File: src/rtl/move_scheduler_pkg.sv
// move_scheduler_pkg
//   Shared definitions for the move scheduler: the sequencer state encoding,
//   bus geometry constants and helpers that pick one character's slice out of
//   the packed per-character address and sprite buses.
package move_scheduler_pkg;

  localparam int NUM_CHARS  = 4;
  localparam int MAP_ADDR_W = 9;
  localparam int SPRITE_W   = 3;
  localparam int MAP_WIDTH  = 21;

  typedef enum logic [2:0] {
    ST_IDLE,
    ST_SELECT,
    ST_ENABLE,
    ST_WAIT,
    ST_ADVANCE,
    ST_FINISH
  } state_e;

  // Character i owns bits [9i+8:9i] of the packed address bus.
  function automatic logic [MAP_ADDR_W-1:0] addr_slice(
    input logic [NUM_CHARS*MAP_ADDR_W-1:0] addr_bus,
    input logic [1:0]                      idx
  );
    return addr_bus[idx*MAP_ADDR_W +: MAP_ADDR_W];
  endfunction

  // Character i owns bits [3i+2:3i] of the packed sprite bus.
  function automatic logic [SPRITE_W-1:0] sprite_slice(
    input logic [NUM_CHARS*SPRITE_W-1:0] sprite_bus,
    input logic [1:0]                    idx
  );
    return sprite_bus[idx*SPRITE_W +: SPRITE_W];
  endfunction

endpackage

File: src/rtl/move_scheduler_if.sv
// move_scheduler_if
//   Bundles the character-controller side (participation mask, done pulses,
//   map write requests, one-hot move enable) and the map RAM write port.
//   slave  : the scheduler (consumes character requests, drives enable/map)
//   master : the character controllers / map RAM side
interface move_scheduler_if;
  import move_scheduler_pkg::*;

  logic [NUM_CHARS-1:0]            char_active;
  logic [NUM_CHARS-1:0]            char_done;
  logic [NUM_CHARS-1:0]            char_map_write;
  logic [NUM_CHARS*MAP_ADDR_W-1:0] char_map_addr;
  logic [NUM_CHARS*SPRITE_W-1:0]   char_sprite;
  logic [NUM_CHARS-1:0]            char_enable;
  logic [MAP_ADDR_W-1:0]           map_address_write;
  logic [SPRITE_W-1:0]             sprite_data_out;
  logic                            map_write;

  modport slave (
    input  char_active, char_done, char_map_write, char_map_addr, char_sprite,
    output char_enable, map_address_write, sprite_data_out, map_write
  );

  modport master (
    output char_active, char_done, char_map_write, char_map_addr, char_sprite,
    input  char_enable, map_address_write, sprite_data_out, map_write
  );

endinterface

File: src/rtl/move_scheduler_wait_timer.sv
// wait_timer
//   Cycle counter bounding how long one character may stay in WAIT.
//   clock, reset (active-low, synchronous)
//   clear    : zero the count (takes priority over enable)
//   enable   : advance the count by one
//   terminal : count has reached TIMEOUT-1; the count holds there
module wait_timer #(
  parameter int TIMEOUT = 64
) (
  input  logic clock,
  input  logic reset,
  input  logic clear,
  input  logic enable,
  output logic terminal
);

  localparam int CNT_W = (TIMEOUT > 1) ? $clog2(TIMEOUT) : 1;

  logic [CNT_W-1:0] count_q, count_d;

  assign terminal = (count_q == CNT_W'(TIMEOUT - 1));

  always_comb begin
    count_d = count_q;
    if (clear) begin
      count_d = '0;
    end else if (enable && !terminal) begin
      count_d = count_q + 1'b1;
    end
  end

  always_ff @(posedge clock) begin
    if (!reset) begin
      count_q <= '0;
    end else begin
      count_q <= count_d;
    end
  end

endmodule

File: src/rtl/move_scheduler.sv
// move_scheduler
//   On each game tick, visits characters 0..NUM_CHARS-1 in order. Active ones
//   get a one-cycle move enable and are then waited on (up to TIMEOUT cycles)
//   for a done pulse; map writes from the character being waited on are
//   forwarded to the map RAM with one cycle of latency.
//   clock, reset (active-low, synchronous)
//   tick         : one-cycle pulse starting a step
//   bus          : character/map interface (slave side)
//   busy         : high whenever not IDLE
//   cur_char     : index of the character being serviced
//   step_done    : one-cycle pulse at the end of a step
//   timeout_err  : sticky, a character failed to finish in time
//   tick_overrun : sticky, a tick arrived while a step was in progress
module move_scheduler #(
  parameter int TIMEOUT   = 64,
  parameter int NUM_CHARS = 4
) (
  input  logic                   clock,
  input  logic                   reset,
  input  logic                   tick,
  move_scheduler_if.slave        bus,
  output logic                   busy,
  output logic [1:0]             cur_char,
  output logic                   step_done,
  output logic                   timeout_err,
  output logic                   tick_overrun
);
  import move_scheduler_pkg::*;

  localparam logic [1:0] LAST_IDX = 2'(NUM_CHARS - 1);

  state_e                state_q, state_d;
  logic [1:0]            idx_q, idx_d;
  logic                  timeout_err_q, timeout_err_d;
  logic                  tick_overrun_q, tick_overrun_d;
  logic                  map_write_q, map_write_d;
  logic [MAP_ADDR_W-1:0] map_addr_q, map_addr_d;
  logic [SPRITE_W-1:0]   sprite_q, sprite_d;
  logic                  timer_clear, timer_en, timer_tc;

  wait_timer #(.TIMEOUT(TIMEOUT)) u_wait_timer (
    .clock    (clock),
    .reset    (reset),
    .clear    (timer_clear),
    .enable   (timer_en),
    .terminal (timer_tc)
  );

  always_comb begin
    state_d        = state_q;
    idx_d          = idx_q;
    timer_clear    = 1'b0;
    timer_en       = 1'b0;
    timeout_err_d  = timeout_err_q;
    // Any tick outside IDLE (FINISH included) is dropped but remembered.
    tick_overrun_d = tick_overrun_q | (tick && (state_q != ST_IDLE));
    map_write_d    = 1'b0;
    map_addr_d     = map_addr_q;
    sprite_d       = sprite_q;

    case (state_q)
      ST_IDLE: begin
        if (tick) begin
          idx_d   = '0;
          state_d = ST_SELECT;
        end
      end
      ST_SELECT: begin
        state_d = bus.char_active[idx_q] ? ST_ENABLE : ST_ADVANCE;
      end
      ST_ENABLE: begin
        timer_clear = 1'b1;
        state_d     = ST_WAIT;
      end
      ST_WAIT: begin
        timer_en = 1'b1;
        // Only the character being waited on may reach the map.
        if (bus.char_map_write[idx_q]) begin
          map_write_d = 1'b1;
          map_addr_d  = addr_slice(bus.char_map_addr, idx_q);
          sprite_d    = sprite_slice(bus.char_sprite, idx_q);
        end
        // Done wins over a simultaneous timeout.
        if (bus.char_done[idx_q]) begin
          state_d = ST_ADVANCE;
        end else if (timer_tc) begin
          timeout_err_d = 1'b1;
          state_d       = ST_ADVANCE;
        end
      end
      ST_ADVANCE: begin
        if (idx_q == LAST_IDX) begin
          state_d = ST_FINISH;
        end else begin
          idx_d   = idx_q + 2'd1;
          state_d = ST_SELECT;
        end
      end
      ST_FINISH: begin
        // Clearing idx here keeps cur_char at 0 while idle.
        idx_d   = '0;
        state_d = ST_IDLE;
      end
      default: begin
        idx_d   = '0;
        state_d = ST_IDLE;
      end
    endcase
  end

  always_ff @(posedge clock) begin
    if (!reset) begin
      state_q        <= ST_IDLE;
      idx_q          <= '0;
      timeout_err_q  <= 1'b0;
      tick_overrun_q <= 1'b0;
      map_write_q    <= 1'b0;
      map_addr_q     <= '0;
      sprite_q       <= '0;
    end else begin
      state_q        <= state_d;
      idx_q          <= idx_d;
      timeout_err_q  <= timeout_err_d;
      tick_overrun_q <= tick_overrun_d;
      map_write_q    <= map_write_d;
      map_addr_q     <= map_addr_d;
      sprite_q       <= sprite_d;
    end
  end

  assign bus.char_enable       = (state_q == ST_ENABLE) ? (4'b0001 << idx_q) : 4'b0000;
  assign bus.map_write         = map_write_q;
  assign bus.map_address_write = map_addr_q;
  assign bus.sprite_data_out   = sprite_q;
  assign busy                  = (state_q != ST_IDLE);
  assign step_done             = (state_q == ST_FINISH);
  assign cur_char              = idx_q;
  assign timeout_err           = timeout_err_q;
  assign tick_overrun          = tick_overrun_q;

endmodule

File: src/flat_wrapper.sv
// flat-port wrapper written by rule: the top's interface ports become plain ports
module move_scheduler_flat import move_scheduler_pkg::*;
#(
  parameter int TIMEOUT   = 64,
  parameter int NUM_CHARS = 4
)
  (clock, reset, tick, busy, cur_char, step_done, timeout_err, tick_overrun, bus_char_active, bus_char_done, bus_char_map_write, bus_char_map_addr, bus_char_sprite, bus_char_enable, bus_map_address_write, bus_sprite_data_out, bus_map_write);
  move_scheduler_if bus_i ();
  input  logic clock;
  input  logic reset;
  input  logic tick;
  output logic busy;
  output logic [1:0] cur_char;
  output logic step_done;
  output logic timeout_err;
  output logic tick_overrun;
  input wire logic [$bits(bus_i.char_active)-1:0] bus_char_active;
  input wire logic [$bits(bus_i.char_done)-1:0] bus_char_done;
  input wire logic [$bits(bus_i.char_map_write)-1:0] bus_char_map_write;
  input wire logic [$bits(bus_i.char_map_addr)-1:0] bus_char_map_addr;
  input wire logic [$bits(bus_i.char_sprite)-1:0] bus_char_sprite;
  output wire logic [$bits(bus_i.char_enable)-1:0] bus_char_enable;
  output wire logic [$bits(bus_i.map_address_write)-1:0] bus_map_address_write;
  output wire logic [$bits(bus_i.sprite_data_out)-1:0] bus_sprite_data_out;
  output wire logic [$bits(bus_i.map_write)-1:0] bus_map_write;
  assign bus_i.char_active = bus_char_active;
  assign bus_i.char_done = bus_char_done;
  assign bus_i.char_map_write = bus_char_map_write;
  assign bus_i.char_map_addr = bus_char_map_addr;
  assign bus_i.char_sprite = bus_char_sprite;
  assign bus_char_enable = bus_i.char_enable;
  assign bus_map_address_write = bus_i.map_address_write;
  assign bus_sprite_data_out = bus_i.sprite_data_out;
  assign bus_map_write = bus_i.map_write;
  move_scheduler #(.TIMEOUT(TIMEOUT), .NUM_CHARS(NUM_CHARS)) u_core (.clock(clock), .reset(reset), .tick(tick), .bus(bus_i), .busy(busy), .cur_char(cur_char), .step_done(step_done), .timeout_err(timeout_err), .tick_overrun(tick_overrun));
endmodule
File: config.mk
export PLATFORM = sky130hd
export DESIGN_NAME = move_scheduler_flat
export DESIGN_NICKNAME = d
export VERILOG_FILES = /design/src/rtl/move_scheduler_pkg.sv /design/src/rtl/move_scheduler_if.sv /design/src/rtl/move_scheduler_wait_timer.sv /design/src/rtl/move_scheduler.sv /design/src/flat_wrapper.sv
export SDC_FILE = /design/constraint.sdc
export NUM_CORES = 1
export LEC_CHECK = 0
export BUFFER_PORTS_ARGS = -buffer_cell sky130_fd_sc_hd__buf_4
export CAP_MARGIN = 20
export CORE_MARGIN = 4
export CORE_UTILIZATION = 49
export CTS_BUF_LIST = sky130_fd_sc_hd__clkbuf_8 sky130_fd_sc_hd__clkbuf_16
export CTS_CLUSTER_SIZE = 10
export DETAILED_ROUTE_END_ITERATION = 10
export PLACE_DENSITY = 0.86
export SETUP_SLACK_MARGIN = 0.4
export SLEW_MARGIN = 40
export SYNTH_ARGS = -nofsm -noshare
export SYNTH_HDL_FRONTEND = slang
export SYNTH_HIERARCHICAL = 1
export SYNTH_SLANG_ARGS = --single-unit
File: constraint.sdc
create_clock -name clock -period 2.7 [get_ports clock]
set_clock_uncertainty 0.05 [all_clocks]
set_input_delay 0.135 -clock clock [delete_from_list [all_inputs] [get_ports clock]]
set_output_delay 0.135 -clock clock [all_outputs]
set_load 0.01 [all_outputs]
# ---- Word level (Yosys, flattened, before mapping)
# Index checks and enable logic that the tools add are counted.
dict set report word_totals {
  output_inout_bits 23
  ff_bits 26
}
dict set report classes {
  n_mux 19
  n_mul 2
  magnitude_cmp 1
  n_eq_ne 10
  reduce_logical 12
  shifts 3
  n_addsub 2
  n_bitwise 4
}
# operator n
set op_table {}
lappend op_table {{36-bit by 7-bit indexed part select with 9-bit output} 1}
lappend op_table {{3-bit 2-to-1 mux} 5}
lappend op_table {{3-bit case mux with 5 select lines} 1}
lappend op_table {{12-bit by 5-bit indexed part select with 3-bit output} 1}
lappend op_table {{6-bit by 1-bit adder with 6-bit output, second input constant} 1}
lappend op_table {{1-bit binary-select mux with 2-bit select} 3}
lappend op_table {{3-bit by 2-bit == test with 1-bit output, second input constant} 2}
lappend op_table {{3-bit == test, second input constant} 2}
lappend op_table {{6-bit == test, second input constant} 1}
lappend op_table {{2-bit by 4-bit multiplier with 6-bit output, second input constant} 1}
lappend op_table {{1-bit 2-to-1 mux} 6}
lappend op_table {{2-bit case mux with 3 select lines} 1}
lappend op_table {{2-bit AND reduction} 3}
lappend op_table {{3-bit AND reduction} 2}
lappend op_table {{2-bit by 2-bit multiplier with 4-bit output, second input constant} 1}
lappend op_table {{2-bit 2-to-1 mux} 2}
lappend op_table {{4-bit 2-to-1 mux} 1}
lappend op_table {{2-bit != test, second input constant} 2}
lappend op_table {{1-bit by 2-bit left shift with 4-bit output, first input constant} 1}
lappend op_table {{3-bit by 1-bit == test with 1-bit output, second input constant} 1}
lappend op_table {{3-bit zero test} 1}
lappend op_table {{2-bit by 3-bit less-than comparator with 1-bit output, second input constant} 1}
lappend op_table {{3-bit by 2-bit != test with 1-bit output, second input constant} 1}
lappend op_table {{1-bit NOT} 3}
lappend op_table {{8 further kinds} 9}

# ---- Depth between registers and ports, before layout
dict set report depth {
  word_depth 4
  mapped_depth 7
}

# ---- Hierarchy
# Netlist, hierarchy kept.
# module instances area_per_inst_um2 seq_area_each_um2 cells_each
set by_module_without_submodules {}
lappend by_module_without_submodules {move_scheduler 1 1363.8 400.4 128}
lappend by_module_without_submodules {wait_timer 1 301.5 120.1 33}

# ---- Least setup slack after synthesis
# Ideal clock, no wire load.
dict set report synth_timing {
  path_type {reg2reg}
  startpoint {reg u_core.idx_q[0], in the netlist u_core/cur_char[0]}
  endpoint {reg u_core.state_q[1]}
  setup_ns 0.088
  path_buffers 1
  t_arrival_ns 1.628
  path_stages_with_launch 5
  path_slack_ns 0.933
  path_cell_list {dfxtp_1 > buf_6 > mux4_2 > or3_1 > a311oi_2}
}
dict set report synth_between {
  elab_chain_cells 4
  word_cells_on_any_way 9
}
# element line_no
set synth_rtl {}
lappend synth_rtl {{from (decl)} move_scheduler.sv:33} ;# logic [1:0] idx_q, idx_d;
lappend synth_rtl {{from (signal assigned)} move_scheduler.sv:122} ;# idx_q <= idx_d;
lappend synth_rtl {{1-bit binary-select mux with 2-bit select (on tied branches)} {move_scheduler.sv:84, move_scheduler.sv:69}}
lappend synth_rtl {{1-bit 2-to-1 mux (on tied branches)} {move_scheduler.sv:84, move_scheduler.sv:69}}
lappend synth_rtl {{3-bit 2-to-1 mux, or another cell as far along} move_scheduler.sv:84} ;# if (bus.char_done[idx_q]) begin
lappend synth_rtl {{3-bit case mux with 5 select lines / 2-bit AND reduction (equally long branches)} -}
lappend synth_rtl {{to (signal assigned)} move_scheduler.sv:121} ;# state_q <= state_d;
lappend synth_rtl {{to (decl)} move_scheduler.sv:32} ;# state_e state_q, state_d;
# Parallel ways exist; a longest one is shown, timed or not. The select of a mux whose other input is x is not followed.
# A chain may end at the register's enable or synchronous reset.

# ---- Worst setup path in the final report
dict set report layout_timing {
  startpoint {reg u_core.idx_q[1], in the netlist u_core/cur_char[1]}
  endpoint {out bus_char_enable[3]}
}
dict set report layout_between {
  elab_chain_cells 2
}
# element line_no
set layout_rtl {}
lappend layout_rtl {{1-bit by 2-bit left shift with 4-bit output} move_scheduler.sv:131} ;# assign bus.char_enable = (state_q == ST_ENABLE) ? (4'b0001 << idx_q) : 4'b0000;
lappend layout_rtl {{4-bit 2-to-1 mux} move_scheduler.sv:131}
lappend layout_rtl {{to (decl)} flat_wrapper.sv:22} ;# output wire logic [$bits(bus_i.char_enable)-1:0] bus_char_enable;
# No other way between the ends.

==> impl_metrics.csv <==
group,metric,value,unit
layout,areaGrowthSynthToFinish,43.35,%
die,coreArea,3153,sq um
clocking,cts_root_buf,"clkbuf_8",
worst_setup_path,worstPathMaxFanout,12,
sta,fmaxAchievable,0.5146,GHz
worst_setup_path,worstPathCellList,"buf_4 > ha_1 > inv_1 > nor3_1 > buf_4",
layout,nets,310,
hold_path,hold_path.startpoint,"tick",
clocking,cts_inserted_buffers,3,
logic_synthesis,yosys-top-cells-area,"dfxtp_1 31%, mux4_2 15%, mux4_1 6.3%, a21oi_1 4.5%, a21bo_1 4.2%",
clocking,cts_repair_resize_count,0,
power_and_ir_drop,pwr-share-clk,34.7,%
worst_setup_path,r2r-end,"u_core/bus.sprite_data_out[2]",
sta,period_needed,1.943,ns
worst_setup_path,worst-r2r-setup-slack,0.77,ns
clocking,cts_post_setup_buffers_inserted,0,
die,design.portCount,86,
power_and_ir_drop,sequentialPowerShare,44.0,%
clocking,clk-insertion-delay-late,0.27,ns
route,drtIter0Drc,151,
worst_setup_path,cp_data_arrival_time,1.76,ns
sta,setup-tns-final,0,ns
route,drt-pass1-iter-count,7,
worst_setup_path,slowest_cp_cell,"dfxtp_1",
sta,grt_setup_unrepaired,"no",
power_and_ir_drop,cell_internal_pwr,0.0007160,W
logic_synthesis,synth.largest_area_cell,"dfxtp_1",
sta,timing.final.max_slew_violations,0,
route,avgRoutedWirePerCell,15.71,microns
logic_synthesis,yosys.cell_types.count,41,
logic_synthesis,mappedNetlistNets,229,
sta,period_share,71.97,%
global_route,grt_pass1_wl,7355,microns
power_and_ir_drop,p_sw_share,23.68,%
clocking,total_clock_sinks,26,
worst_setup_path,critical_path.most_common_cell,"buf_4",
place,pre_cts_ws,0.7959,ns
place,buffer_ports.inserted,85,
power_and_ir_drop,net-switching-power,0.0002221,W
logic_synthesis,netlist_instances,161,
die,die_x,66.30,microns
worst_setup_path,worst_setup_path_startpoint,"u_core/cur_char[1]",
layout,finish.cell_count_without_fillers,285,
sta,max-slew-margin-rel,65.11,%
worst_setup_path,crit_path_start_kind,"register",
power_and_ir_drop,power_per_cell_area,393.0,nW/um^2
power_and_ir_drop,comb_power_share,21.3,%
hold_path,hold_path_class,"input pin to register",
sta,hold_slack,0.06832,ns
global_route,initial_antenna_violation_count,0,
route,post_route_drc,0,
hold_path,worst_hold_path.endpoint,"u_core/tick_overrun",
global_route,grt_start_max_net_pins,30,
clocking,tritoncts_clock_tree,"built",
worst_setup_path,critPathMaxStageDelay,0.56,ns
worst_setup_path,critPathKind,"register to primary output",
route,drt_wl_total,4476,microns
logic_synthesis,postSynthAreaPerCell,10.34,sq um
power_and_ir_drop,vdd.ir_drop.worst,215.5,uV
route,route.vias.total,1597,
layout,post_route_cells_drive_above_1_share,47.30,%
worst_setup_path,end_kind,"primary output",
global_route,globalRoute.totalOverflow,0,
place,placedCellCount,281,
logic_synthesis,netlist.area_leader.share,31.25,%
die,floorplan.die_area,4396,sq um
sta,setup_violation_total_in_the_final_timing_report,0,
sta,worst-slew-pin-transition,0.5202,ns
place,finalWeightedCongestion,0.8252,
layout,num-fill-cells,224,
die,floorplan.rows,20,
global_route,first_global_vias,1700,
die,initial_utilization,52.82,%
worst_setup_path,worstPathRequired,2.52,ns
outcome,outcome,"finished clean",
clocking,htree_num_levels,1,
global_route,global_route.usage.total,21.83,%
layout,multi_input_comb_area,1050,sq um
die,die-height,66.30,microns
layout,ff_latch_area,520.5,sq um
place,dp_hpwl,3515,microns
clocking,cts-hold-fix-buffers,0,
logic_synthesis,synth_seq_cells,26,
logic_synthesis,post_synth_instance_area,1665,sq um
worst_setup_path,reg2reg_depth,3,
clocking,clkSlewWorstSetupHoldPaths,0.09,ns
hold_path,timing.hold.worst_path_depth,3,
sta,postLayoutSetupSlackWorst,0.7568,ns
layout,insertedDiodeCount,0,
logic_synthesis,synth.yosys.seq_area_share,31.25,%
power_and_ir_drop,total_leakage_power,1.024,nW
route,vias_per_cell,5.604,
flow_run,drv_cap,0,
sta,finalHoldViolCount,0,
worst_setup_path,r2r-start,"u_core/cur_char[0]",
clocking,clock_path_buffers,2,
route,drt.antenna.violating_nets,0,
logic_synthesis,yosysWarningCount,6,
## sequential cells by signal (all words and copies together) (netlist names)
signal and cells:
u_core/bus.map_address_write 9, u_core/u_wait_timer/count_q 6, u_core/bus.sprite_data_out 3, u_core/state_q 3
u_core/cur_char 2, u_core/bus.map_write 1, u_core/tick_overrun 1, u_core/timeout_err 1
## worst max path at each step
stage / to / slack [ns] / cells after the start
after floorplan: u_core/state_q[1] / 0.93 / 4
after global placement: u_core/bus.sprite_data_out[2] / 0.86 / 3
after detailed placement: u_core/bus.sprite_data_out[2] / 0.80 / 3
after CTS: bus_char_enable[3] / 0.72 / 5
after global routing: bus_char_enable[3] / 0.62 / 5
final: bus_char_enable[3] / 0.76 / 5
## Yosys cell counts
cell / n
o21ai_0: 3
o221a_2: 1
xor2_1: 1
a31oi_1: 3
or3b_2: 1
mux4_1: 4
inv_1: 7
a21bo_1: 7
a311oi_2: 1
o31ai_1: 1
nand4_1: 1
nor3_2: 1
o21a_2: 1
and2_1: 4
nand2b_1: 6
nor2_1: 6
or2_1: 1
nor3_1: 2
dfxtp_1: 26
ha_1: 5
mux2i_1: 3
clkbuf_1: 4
nand3b_1: 1
mux4_2: 11
nor3b_1: 1
buf_6: 2
nand2_1: 4
and4bb_1: 1
a21oi_1: 15
or3_1: 2
and4_4: 1
a211oi_1: 1
clkinv_1: 1
buf_2: 4
a21bo_2: 5
and3b_1: 1
nor2b_1: 1
buf_1: 2
nand3_1: 14
and3_1: 3
o32a_1: 2
## layout by cell type (no fill, tap or decap), drive strengths merged, types with 2 or more instances in the layout
cell,instances
a21bo,12
a21oi,15
a31oi,3
and2,4
and3,3
buf,88
clkbuf,3
dfxtp,26
ha,5
inv,7
mux2i,3
mux4,15
nand2,4
nand2b,6
nand3,14
nor2,6
nor3,3
o21ai,3
o32a,2
or3,2
## area by class of cell
type                    count  share of cell area (%)
inverters                   8                   1.258
clock buffers               3                   1.730
flip-flops and latches     26                   21.80
multi-input cells         115                   43.97
repair buffers             88                   27.67
well taps                  44                   2.306
clock inverters             1                   1.258
## layer usage
metal | share of wire (%) | vias up | global-route usage [%]
met2 | 53 | 77 | 39.03
met5 | 0 | - | 0
li1 | - | 763 | -
met3 | 8.7 | 8 | 6.633
met4 | 1.7 | 0 | 8.629
met1 | 36 | 749 | 23.76
## power by group through the flow
stage / logic [W] / registers [W] / clock network, W
2_1_floorplan: 0.000107 / 0.000413 / 0
3_3_place_gp: 0.000196 / 0.000420 / 0
3_5_place_dp: 0.000199 / 0.000420 / 0
4_1_cts: 0.000201 / 0.000412 / 0.000332
5_1_grt: 0.000218 / 0.000415 / 0.000347
6_report: 0.000200 / 0.000413 / 0.000326
## worst max-delay path, delay by kind of cell (launching register included)
family	cells	cell delay, ns
and+or+nand+nor	1	0.18
buffers and inverters	3	0.49
DFF	1	0.56
adders and majority gates	1	0.25
## cells by family after synthesis
family | after synthesis | synth area share [%]
simple gates | 51 | 17.81
buf+inv | 20 | 5.710
flops | 26 | 31.25
mux | 18 | 22.99
xor+xnor | 1 | 0.5260
fa+ha+maj | 5 | 3.757
compound gates | 40 | 17.96
## stage by stage
step | utilization, % | area, sq um | total power [W]
final | 75.71 | 2387 | 0.0009381
after global routing | 75.71 | 2387 | 0.0009799
after CTS | 75.71 | 2387 | 0.0009438
after detailed placement | 73.45 | 2316 | 0.0006195
after global placement | 73.45 | 2316 | 0.0006162
after floorplan | - | 1665 | 0.0005194
(Power assumes the default switching activity.)
